`src/rtl/uart_rx.sv`:
```
// rtl/uart_rx.sv - 8N1 serial receiver with 16x oversampling, 2-FF rx synchronizer and frame-error flag
module uart_rx #(
    parameter int DBIT    = 8,
    parameter int SB_TICK = 16
) (
    input  logic            clk,
    input  logic            rst,
    input  logic            s_tick,
    input  logic            rx,
    output logic            rx_done_tick,
    output logic [DBIT-1:0] dout,
    output logic            frame_err,
    output logic            busy
);

    // s must reach SB_TICK-1 for 1.5/2 stop bits, so widen beyond 4 bits when needed
    localparam int SW = (SB_TICK > 16) ? $clog2(SB_TICK) : 4;
    localparam int NW = (DBIT > 1) ? $clog2(DBIT) : 1;

    typedef enum logic [1:0] {
        IDLE  = 2'd0,
        START = 2'd1,
        DATA  = 2'd2,
        STOP  = 2'd3
    } state_t;

    state_t          state;
    logic [SW-1:0]   s;
    logic [NW-1:0]   n;
    logic [DBIT-1:0] b;
    logic            rx_meta;
    logic            rx_s;

    always_ff @(posedge clk or posedge rst) begin
        if (rst) begin
            rx_meta <= 1'b1;
            rx_s    <= 1'b1;
        end else begin
            rx_meta <= rx;
            rx_s    <= rx_meta;
        end
    end

    always_ff @(posedge clk or posedge rst) begin
        if (rst) begin
            state        <= IDLE;
            s            <= '0;
            n            <= '0;
            b            <= '0;
            dout         <= '0;
            frame_err    <= 1'b0;
            rx_done_tick <= 1'b0;
            busy         <= 1'b0;
        end else begin
            rx_done_tick <= 1'b0;
            case (state)
                IDLE: begin
                    // start detection ignores s_tick; a coincident tick is not counted
                    if (!rx_s) begin
                        state <= START;
                        s     <= '0;
                        busy  <= 1'b1;
                    end
                end
                START: begin
                    if (s_tick) begin
                        if (s == SW'(7)) begin
                            if (!rx_s) begin
                                state <= DATA;
                                s     <= '0;
                                n     <= '0;
                            end else begin
                                state <= IDLE;
                                busy  <= 1'b0;
                            end
                        end else begin
                            s <= s + 1'b1;
                        end
                    end
                end
                DATA: begin
                    if (s_tick) begin
                        if (s == SW'(15)) begin
                            s <= '0;
                            b <= {rx_s, b[DBIT-1:1]};
                            if (n == NW'(DBIT - 1))
                                state <= STOP;
                            else
                                n <= n + 1'b1;
                        end else begin
                            s <= s + 1'b1;
                        end
                    end
                end
                STOP: begin
                    if (s_tick) begin
                        if (s == SW'(SB_TICK - 1)) begin
                            state        <= IDLE;
                            busy         <= 1'b0;
                            dout         <= b;
                            frame_err    <= ~rx_s;
                            rx_done_tick <= 1'b1;
                        end else begin
                            s <= s + 1'b1;
                        end
                    end
                end
                default: begin
                    state <= IDLE;
                    busy  <= 1'b0;
                end
            endcase
        end
    end

endmodule

```
`config.mk`:
```
export PLATFORM = sky130hd
export DESIGN_NAME = uart_rx
export DESIGN_NICKNAME = d
export VERILOG_FILES = /design/src/rtl/uart_rx.sv
export SDC_FILE = /design/constraint.sdc
export NUM_CORES = 1
export LEC_CHECK = 0
export CORE_ASPECT_RATIO = 1.5
export CORE_UTILIZATION = 35
export CTS_CLUSTER_SIZE = 28
export DETAILED_ROUTE_END_ITERATION = 8
export PLACE_DENSITY = 0.55
export SYNTH_ARGS = -nofsm -noshare
export SYNTH_HDL_FRONTEND = slang
export SYNTH_SLANG_ARGS = --single-unit
export TNS_END_PERCENT = 30
```
`constraint.sdc`:
```
create_clock -name clk -period 3 [get_ports clk]
set_input_delay 0.45 -clock clk [delete_from_list [all_inputs] [get_ports clk]]
set_output_delay 0.45 -clock clk [all_outputs]
set_load 0.005 [all_outputs]
```
=== Yosys cells after proc, flatten, opt, wreduce, memory -nomap -nowiden ===
Index checks and enable logic that the tools add are counted.

* Div/mod/pow operators: 0
* Mux-type cells: 35
* $lt $le $gt $ge: 0
* Bitwise gates (word level): 1
* $add $sub $neg: 2
* Reduce and logical (&&, ||, !) cells: 9
* Equality and inequality tests: 18
* $mul: 0
* Shift-type cells: 0

{| class="wikitable"
|+ Operator list
! kind !! number
|-
| 4-bit 2-to-1 mux || 7
|-
| 2-bit inequality test, second input constant || 12
|-
| 2-bit 2-to-1 mux || 9
|-
| 3-bit 2-to-1 mux || 6
|-
| 4-bit one-hot mux with 4 select lines || 1
|-
| 7-bit AND reduction || 2
|-
| 1-bit 2-to-1 mux || 9
|-
| 2-bit one-hot mux with 4 select lines || 1
|-
| 8-bit AND reduction || 1
|-
| 3-bit one-hot mux with 2 select lines || 1
|-
| 3-bit AND reduction || 2
|-
| 4-bit by 1-bit adder with 4-bit output, second input constant || 1
|-
| 2-bit == test, second input constant || 2
|-
| 4-bit by 3-bit == test with 1-bit output, second input constant || 1
|-
| 4-bit == test, second input constant || 1
|-
| 4-bit AND reduction || 1
|-
| 3-bit by 1-bit adder with 3-bit output, second input constant || 1
|-
| 3-bit == test, second input constant || 1
|-
| 1-bit one-hot mux with 3 select lines || 1
|-
| 3-bit nonzero test || 1
|-
| 2-bit by 1-bit == test with 1-bit output, second input constant || 1
|-
| 2-bit zero test || 1
|-
| 2-bit nonzero test || 1
|-
| 1-bit NOT || 1
|}

* Latch bits: 0
* Memory bits (writable): 0
* Logic and storage cells: 75
* Memory bits (read-only): 0
* Bits in registers: 30
* Memories kept: 0
* Output and inout bits: 11

=== Longest topological paths before layout ===
Gate-level depths: netlist of the first run.

* Word-level depth: 5
* Depth in mapped cells: 6
* Depth with buffers taken out: 5

=== Worst setup path after synthesis of the first run ===
No wires, ideal clock.

* Kind: reg-to-reg
* Start point: register s[0]
* End point: register b[0]
* Setup slack: 1,330 ps
* Library setup time: 125 ps
* Clock period less this slack: 1,670 ps
* Cell stages (with the launch flop): 7
* Data arrival time: 1,545 ps
* Data required time: 2,875 ps
* Buffers on the path: 1
* Path through: dfrtp_1 > ha_1 > and3_4 > and3_4 > nor2b_4 > buf_6 > mux2_4

* Cells in the longest elaborated chain, start to end: 2

{| class="wikitable"
|+ RTL lines
! element !! line !! RTL
|-
| start, declared || 28 || <nowiki>logic [SW-1:0] s;</nowiki>
|-
| start signal, assigned || 77 || <nowiki>s <= s + 1'b1;</nowiki>
|-
| start signal, assigned || 91 || <nowiki>s <= s + 1'b1;</nowiki>
|-
| start signal, assigned || 104 || <nowiki>s <= s + 1'b1;</nowiki>
|-
| 4-bit == test || 83 || <nowiki>if (s == SW'(15)) begin</nowiki>
|-
| 3-bit AND reduction (no source line) || - ||
|-
| end signal, assigned || 85 || <nowiki>b <= {rx_s, b[DBIT-1:1]};</nowiki>
|-
| end, declared || 30 || <nowiki>logic [DBIT-1:0] b;</nowiki>
|}

Every way passes these cells.
A chain may end at the register's enable or synchronous reset.

=== Worst setup path after layout of the first run ===
* Start point: input s_tick
* End point: register dout[7]

* Cells in the longest elaborated chain, start to end: 1

{| class="wikitable"
|+ RTL lines
! element !! line !! RTL
|-
| start, declared || 8 || <nowiki>input logic s_tick,</nowiki>
|-
| 3-bit AND reduction (no source line) || - ||
|-
| end signal, assigned || 50 || <nowiki>dout <= '0;</nowiki>
|-
| end signal, assigned || 100 || <nowiki>dout <= b;</nowiki>
|-
| end, declared || 11 || <nowiki>output logic [DBIT-1:0] dout,</nowiki>
|}

Every way passes these cells.

==> results of run 1 <==
==> synth_stat cells, drive strengths merged (2+ instances only) <==
master	count
a31oi	2
and3	2
buf	6
dfrtp	28
dfstp	2
ha	3
inv	2
mux2	17
mux2i	3
nand2	4
nand2b	3
nand3	2
nor2	5
nor3	2
nor3b	2
nor4b	2
o21ai	3
==> power by group through the flow <==
stage / Combinational (W) / Clock, W / Sequential (W)
detailed placement: 0.000255 / 0 / 0.000589
global placement: 0.000243 / 0 / 0.000582
floorplan: 0.000297 / 0 / 0.000507
global route: 0.000280 / 0.000420 / 0.000595
finish: 0.000252 / 0.000392 / 0.000582
CTS: 0.000255 / 0.000409 / 0.000582
==> worst register-to-register path, cell delays in order, from the launching register on <==
cell and delay (ns):
dfrtp_1 0.39, ha_1 0.30, and3_4 0.24, nand4_1 0.47, mux2_1 0.51
==> cell type report <==
| type | instances | area [um^2] | area share |
|---|---|---|---|
| clock buffer | 5 | 68.82 | 0.04044 |
| clock inverter | 3 | 40.04 | 0.02353 |
| inverter | 2 | 7.507 | 0.004412 |
| multi-input combinational | 66 | 628.1 | 0.3691 |
| sequential | 30 | 753.2 | 0.4426 |
| tap | 45 | 56.30 | 0.03309 |
| timing repair buffer | 15 | 147.6 | 0.08677 |
==> per-layer routing <==
layer  track usage  part of all wire  vias up  wire (um)
met5             0                 0        -          0
met4       0.06923             0.015        0         34
met3       0.05114             0.038        4         87
met2        0.1927              0.50       20       1141
met1        0.1469              0.45      437       1029
li1              -                 -      406          -
==> logic make-up after synthesis <==
| logic type | after synthesis | synth area share |
|---|---|---|
| AND/OR/NAND/NOR | 26 | 0.1486 |
| XOR/XNOR | 2 | 0.01217 |
| buffers and inverters | 8 | 0.04084 |
| flip-flops | 30 | 0.5230 |
| AO/OA/AOI/OAI | 15 | 0.07472 |
| adder cells (fa/ha/maj) | 3 | 0.02607 |
| multiplexers | 20 | 0.1746 |
==> state kept, by name (all words and copies together) (netlist names), named ones only <==
signal / count
b: 8
busy: 1
dout: 8
frame_err: 1
n: 3
rx_done_tick: 1
rx_meta: 1
rx_s: 1
s: 4
state: 1
==> through the flow <==
stage / setup slack (ns) / total power, W / utilization / hold slack, ns / instance area [um^2]
4_1_cts: 0.9233 / 0.001245 / 0.4298 / 0.3565 / 1702
3_3_place_gp: 0.7284 / 0.0008253 / 0.4023 / 0.3479 / 1593
5_1_grt: 0.8381 / 0.001295 / 0.4298 / 0.3653 / 1702
2_1_floorplan: 1.330 / 0.0008043 / - / 0.3452 / 1440
3_5_place_dp: 0.6222 / 0.0008441 / 0.4023 / 0.3469 / 1593
6_report: 0.9326 / 0.001226 / 0.4298 / 0.3552 / 1702
==> worst max path at each step <==
stage,endpoint,slack [ns],cells past startpoint
floorplan,b[0],1.33,6
global placement,dout[5],0.73,4
detailed placement,dout[0],0.62,4
CTS,dout[7],0.92,4
global route,dout[7],0.84,4
finish,dout[7],0.93,4
==> results.md, run 1 <==
* R2R setup slack at 0.97 ns
* Synth area leaders: dfrtp_1 49%, mux2_4 8.3%, mux2_2 4.7%, dfstp_2 3.6%, nor4b_4 3.3%
* Worst r2r src: s[0]
* Clock-pin slew on the worst setup and hold paths at 0.06 ns
* Slew @ Worst Pin at 0.5900 ns
* Mapped Area at 1440 um^2
* Netlist cell types at 38
* H-Tree Depth at 2
* Die W at 54.38 um
* Worst EP arrival at 2.22 ns
* CTS Hold Bufs at 0
* Core ar. at 3959 um^2
* Synth Instances at 104
* Global-route usage over all layers at 0.1269
* Setup Crit Path Kind: input pin to flop
* Number of global-route vias before repair at 854
* Final Non-Filler Cells at 166
* Commonest cells after routing, fill and taps aside: 28 x dfrtp_1, 14 x clkdlybuf4s50_1, 8 x mux2_4, 6 x mux2_2, 5 x clkbuf_8
* Buffers on Ports at 14
* Syn nets at 111
* Diode count at 0
* Yosys top cell by area: dfrtp_1
* Hold_sp: rx_meta
* Gate power share at 0.206
* Final ANT Viol Nets at 0
* Critical path data required time at 3.16 ns
* Post-Route WL at 2293 um
* Initial Util at 0.3638
* Fillers at 372
* Drt drc at 0
* Internal at 0.0008515 W
* Commonest non-fill, non-tap cell in the layout: dfrtp_1
* DR iter-0 viols at 19
* Final nets at 127
* Dpl cells at 158
* DR WL/cell at 13.81 um
* Crit. End Element: flop
* Num ports at 15
* Post-CTS setup buffer count at 0
* CP bufs+invs at 1
* Clock Tree Root: clkbuf_8
* Sw frac at 0.3055
* 1st-pass router iterations at 4
* Hold EP: rx_s
* Clock skew at 0.005415 ns
* Yosys warnings at 0
* Final-report setup violation count at 0
* Sw Pwr at 0.0003747 W
* EDFF count, synth at 0
* Total gr overflow at 0
* Worst Hold Class: flop to flop
* CTS tree: built
* Max Clock Freq at 483.7 MHz
* Reg-to-Reg End: dout[7]
* Clk_lat worst skew at 0.28 ns
* Share of Yosys cell area claimed by the top area cell type at 0.4865
* First-pass GRT wire length at 3870 um
* Crit-path cells: clkdlybuf4s50_1 > and3_4 > nand4_1 > mux2_1
* Avg Inst Size Synth at 13.85 um^2
* Slowest cell delay on critical path at 0.57 ns
* PD cells at 720.6 nW/um^2
* Rows at 28
* Min Tclk post-route at 2.067 ns
* Tcrit/Tclk final at 0.6891
* CP Launch Type: input pin
* CTS resizes at 0
* CP max stage cell: clkdlybuf4s50_1
* Detailed-route via count at 867
* Gpl congestion at 0.6750
* Vias per cell at 5.223
* Run status: completed
* Synthesis-to-layout area growth at 18.16%
* Unrepaired setup endpoints after global routing: false
* Clk sink count at 30
* Die Area at 4380 um^2
* Reg2reg path depth at 4
* Max Cap Viol at 0
* Share of layout cells above drive strength 1 at 0.2645
* Sequential cell fraction of total power at 0.475
* Async SR Flop Fraction at 1.000
* Pin count of the biggest net entering global routing at 31
* DPL Wire Length at 1593 um
* Final Hold Fails at 0
* CTS max path bufs at 2
* Relative slew slack at 0.6055
* Die Ht at 80.56 um
* Largest delay contributor family on the critical path: simple AND/OR/NAND/NOR gates
* LEAKAGE at 0.7798 nW
* Yosys reg bits at 30
* Slew Limit Fails at 0
* TNS Setup at 0 ns
* Max IR drop VDD at 0.0003256 V
* Synth Flop Type: dfrtp_1
* Clock power share at 0.320
* Worst-path maximum fanout at 11
* Initial antenna violation count at 0
* Worst hold path cell count at 0
* Post-synthesis sequential area ratio at 0.5230
* CTS Buf Count at 5
* Crit path from: s_tick
No activity file was read; power rests on OpenSTA's default activity.
==> inputs of run 2 (changes only) <==
==> constraint.sdc (replaced) <==
create_clock -name clk -period 1.95 [get_ports clk]
set_input_delay 0.2925 -clock clk [delete_from_list [all_inputs] [get_ports clk]]
set_output_delay 0.2925 -clock clk [all_outputs]
set_load 0.005 [all_outputs]
==> run 2 against run 1 <==
Effect of this change: final area up 1.9%; combinational power grew 71%; die area is the same; clock skew fell by 0.0021 ns; clock power rose by 27%; worst hold slack better by 0.0036 ns; count of clock-buffer cells in the layout grew 2; flip-flop and latch count is the same; via count rose by 4.5%; highest routed layer unchanged.
==> results.md, run 2 (synthesis results as in run 1) <==
* Worst-path maximum fanout at 8 (-3)
* First-pass GRT wire length at 4098 um (+5.9%)
* Slowest cell delay on critical path at 0.39 ns (-0.18 ns)
* Dpl cells at 162 (+2.5%)
* Gate power share at 0.239 (+0.033)
* Run status: completed
* Reg-to-Reg End: b[4]
* Clk sink count at 30 (unchanged)
* Gpl congestion at 0.7750 (+15%)
* Overall Power at 0.001803 W (+47%)
* Final ANT Viol Nets at 0 (unchanged)
* CTS Buf Count at 5 (unchanged)
* Die W at 54.38 um (unchanged)
* DR WL/cell at 13.91 um (+0.67%)
* Num ports at 15 (unchanged)
* Total gr overflow at 0 (unchanged)
* Reg2reg path depth at 6 (+2)
* Clock skew at 0.003280 ns (-0.002135 ns)
* Post-CTS setup buffer count at 0 (unchanged)
* Min Tclk post-route at 1.788 ns
* CTS max path bufs at 2 (unchanged)
* Worst r2r src: s[0]
* CP bufs+invs at 1 (unchanged)
* Crit. End Element: flop
* Sequential cell fraction of total power at 0.485 (+0.010)
* Share of layout cells above drive strength 1 at 0.2857 (+0.02125)
* Fin Hold WS at 0.3589 ns (+0.003635 ns)
* Cell Area, Placed at 1623 um^2 (+1.9%)
* Crit-path cells: ha_1 > and3_4 > and3_4 > nor2b_4 > buf_12 > mux2_4
* Setup Crit Path Kind: flop to flop
* CP max stage cell: dfrtp_1
* Max Cap Viol at 0 (unchanged)
* CTS Hold Bufs at 0 (unchanged)
* Worst hold path cell count at 0 (unchanged)
* Relative slew slack at 0.6975 (+0.09202)
* Global-route usage over all layers at 0.1339 (+0.007024)
* Crit path from: s[0]
* Die Ht at 80.56 um (unchanged)
* PD cells at 1039 nW/um^2 (+44%)
* 1st-pass router iterations at 4 (unchanged)
* LEAKAGE at 0.7975 nW (+2.3%)
* Final-report setup violation count at 0 (unchanged)
* Number of global-route vias before repair at 899 (+5.3%)
* Max IR drop VDD at 0.0006906 V (+110%)
* Largest delay contributor family on the critical path: simple AND/OR/NAND/NOR gates
* DR iter-0 viols at 18 (-1)
* Tcrit/Tclk final at 0.9168
* DPL Wire Length at 1674 um (+5.1%)
* Vias per cell at 5.298 (+1.4%)
* Slew Limit Fails at 0 (unchanged)
* Worst Hold Class: flop to flop
* CP Launch Type: flop
* Clock-pin slew on the worst setup and hold paths at 0.06 ns (about the same)
* Final Hold Fails at 0 (unchanged)
* Clock power share at 0.277 (-0.043)
* Initial Util at 0.3638 (unchanged)
* Dpl ws at -0.02527 ns (-0.6475 ns)
* Core ar. at 3959 um^2 (unchanged)
* Final nets at 132 (+3.9%)
* Diode count at 0 (unchanged)
* Hold EP: rx_s
* CTS tree: built
* Clock Tree Root: clkbuf_8
* Internal at 0.001235 W (+45%)
* Largest regs: b (8), dout (8), s (4)
* Detailed-route via count at 906 (+4.5%)
* Die Area at 4380 um^2 (unchanged)
* Sw frac at 0.3151 (+0.009593)
* Initial antenna violation count at 0 (unchanged)
* Sw Pwr at 0.0005681 W (+52%)
* Post-Route WL at 2378 um (+3.7%)
* Rows at 28 (unchanged)
* Final Worst Setup Slack at 0.1623 ns (-0.7703 ns)
* Commonest non-fill, non-tap cell in the layout: dfrtp_1
* Buffers on Ports at 14 (unchanged)
* Hold_sp: rx_meta
* Clk_lat worst skew at 0.27 ns (about the same)
* Synthesis-to-layout area growth at 20.42%
* Max Clock Freq at 559.4 MHz
* CP most frequent cell: and3_4
* CTS resizes at 0 (unchanged)
* Drt drc at 0 (unchanged)
* Pin count of the biggest net entering global routing at 31 (unchanged)
* Unrepaired setup endpoints after global routing: false
* Fillers at 391 (+5.1%)
* H-Tree Depth at 2 (unchanged)
* Slew @ Worst Pin at 0.4538 ns (-0.1363 ns)
* R2R setup slack at 0.16 ns (-0.81 ns)
* Critical path data required time at 2.11 ns (-1.05 ns)
* Post-route cell area at 1734 um^2 (+1.9%)
* Worst EP arrival at 1.95 ns (-0.27 ns)
* Commonest cells after routing, fill and taps aside: 28 x dfrtp_1, 14 x clkdlybuf4s50_1, 8 x mux2_4, 6 x mux2_2, 6 x clkbuf_8
* Final Non-Filler Cells at 171 (+3.0%)
==> run 2: changes by cell type in the layout (fill, tap and decap cells not counted), sizes merged <==
cell | before | now
buf | 1 | 6
clkbuf | 5 | 7
bufinv | 1 | 0
clkinv | 2 | 1
==> run 2: worst max path at each step <==
stage          slack [ns]    to  cells past startpoint
3_3_place_gp      -0.0005  b[3]                      5
6_report             0.16  b[4]                      6
3_5_place_dp        -0.03  b[1]                      5
4_1_cts              0.09  b[4]                      5
2_1_floorplan        0.28  b[0]                      6
5_1_grt              0.08  b[4]                      6
==> run 2: metrics by stage <==
stage / utilization / setup TNS (ns)
after floorplan: - / 0
after global placement: 0.4099 / -0.0005318
after detailed placement: 0.4099 / -0.1738
after CTS: 0.4330 / 0
after global routing: 0.4381 / 0
final: 0.4381 / 0
==> run 2: worst reg2reg max path: stages, from the launching register on <==
cell,delay (ns)
dfrtp_1,0.39
ha_1,0.27
and3_4,0.22
and3_4,0.19
nor2b_4,0.15
buf_12,0.14
mux2_4,0.30
==> run 2: area by class of cell <==
cell class	count	area [um^2]	area share
clock buffers	7	86.33	0.04978
clock inverters	1	5.005	0.002886
inverters	2	7.507	0.004329
multi-input cells	66	628.1	0.3622
flip-flops and latches	30	753.2	0.4343
well taps	45	56.30	0.03247
repair buffers	20	197.7	0.1140
==> run 2: power by group through the flow <==
stage	sequential, W	combinational, W	clock, W
final	0.000874	0.000430	0.000499
after global routing	0.000889	0.000488	0.000554
after CTS	0.000870	0.000436	0.000522
after detailed placement	0.000880	0.000434	0
after global placement	0.000876	0.000421	0
after floorplan	0.000780	0.000457	0
==> run 2: metal layers <==
metal	GRT usage	up-vias	wire, um
met5	0	-	0
met4	0.06923	0	54
met3	0.04545	6	89
met2	0.2280	19	1257
met1	0.1381	464	976
li1	-	417	-
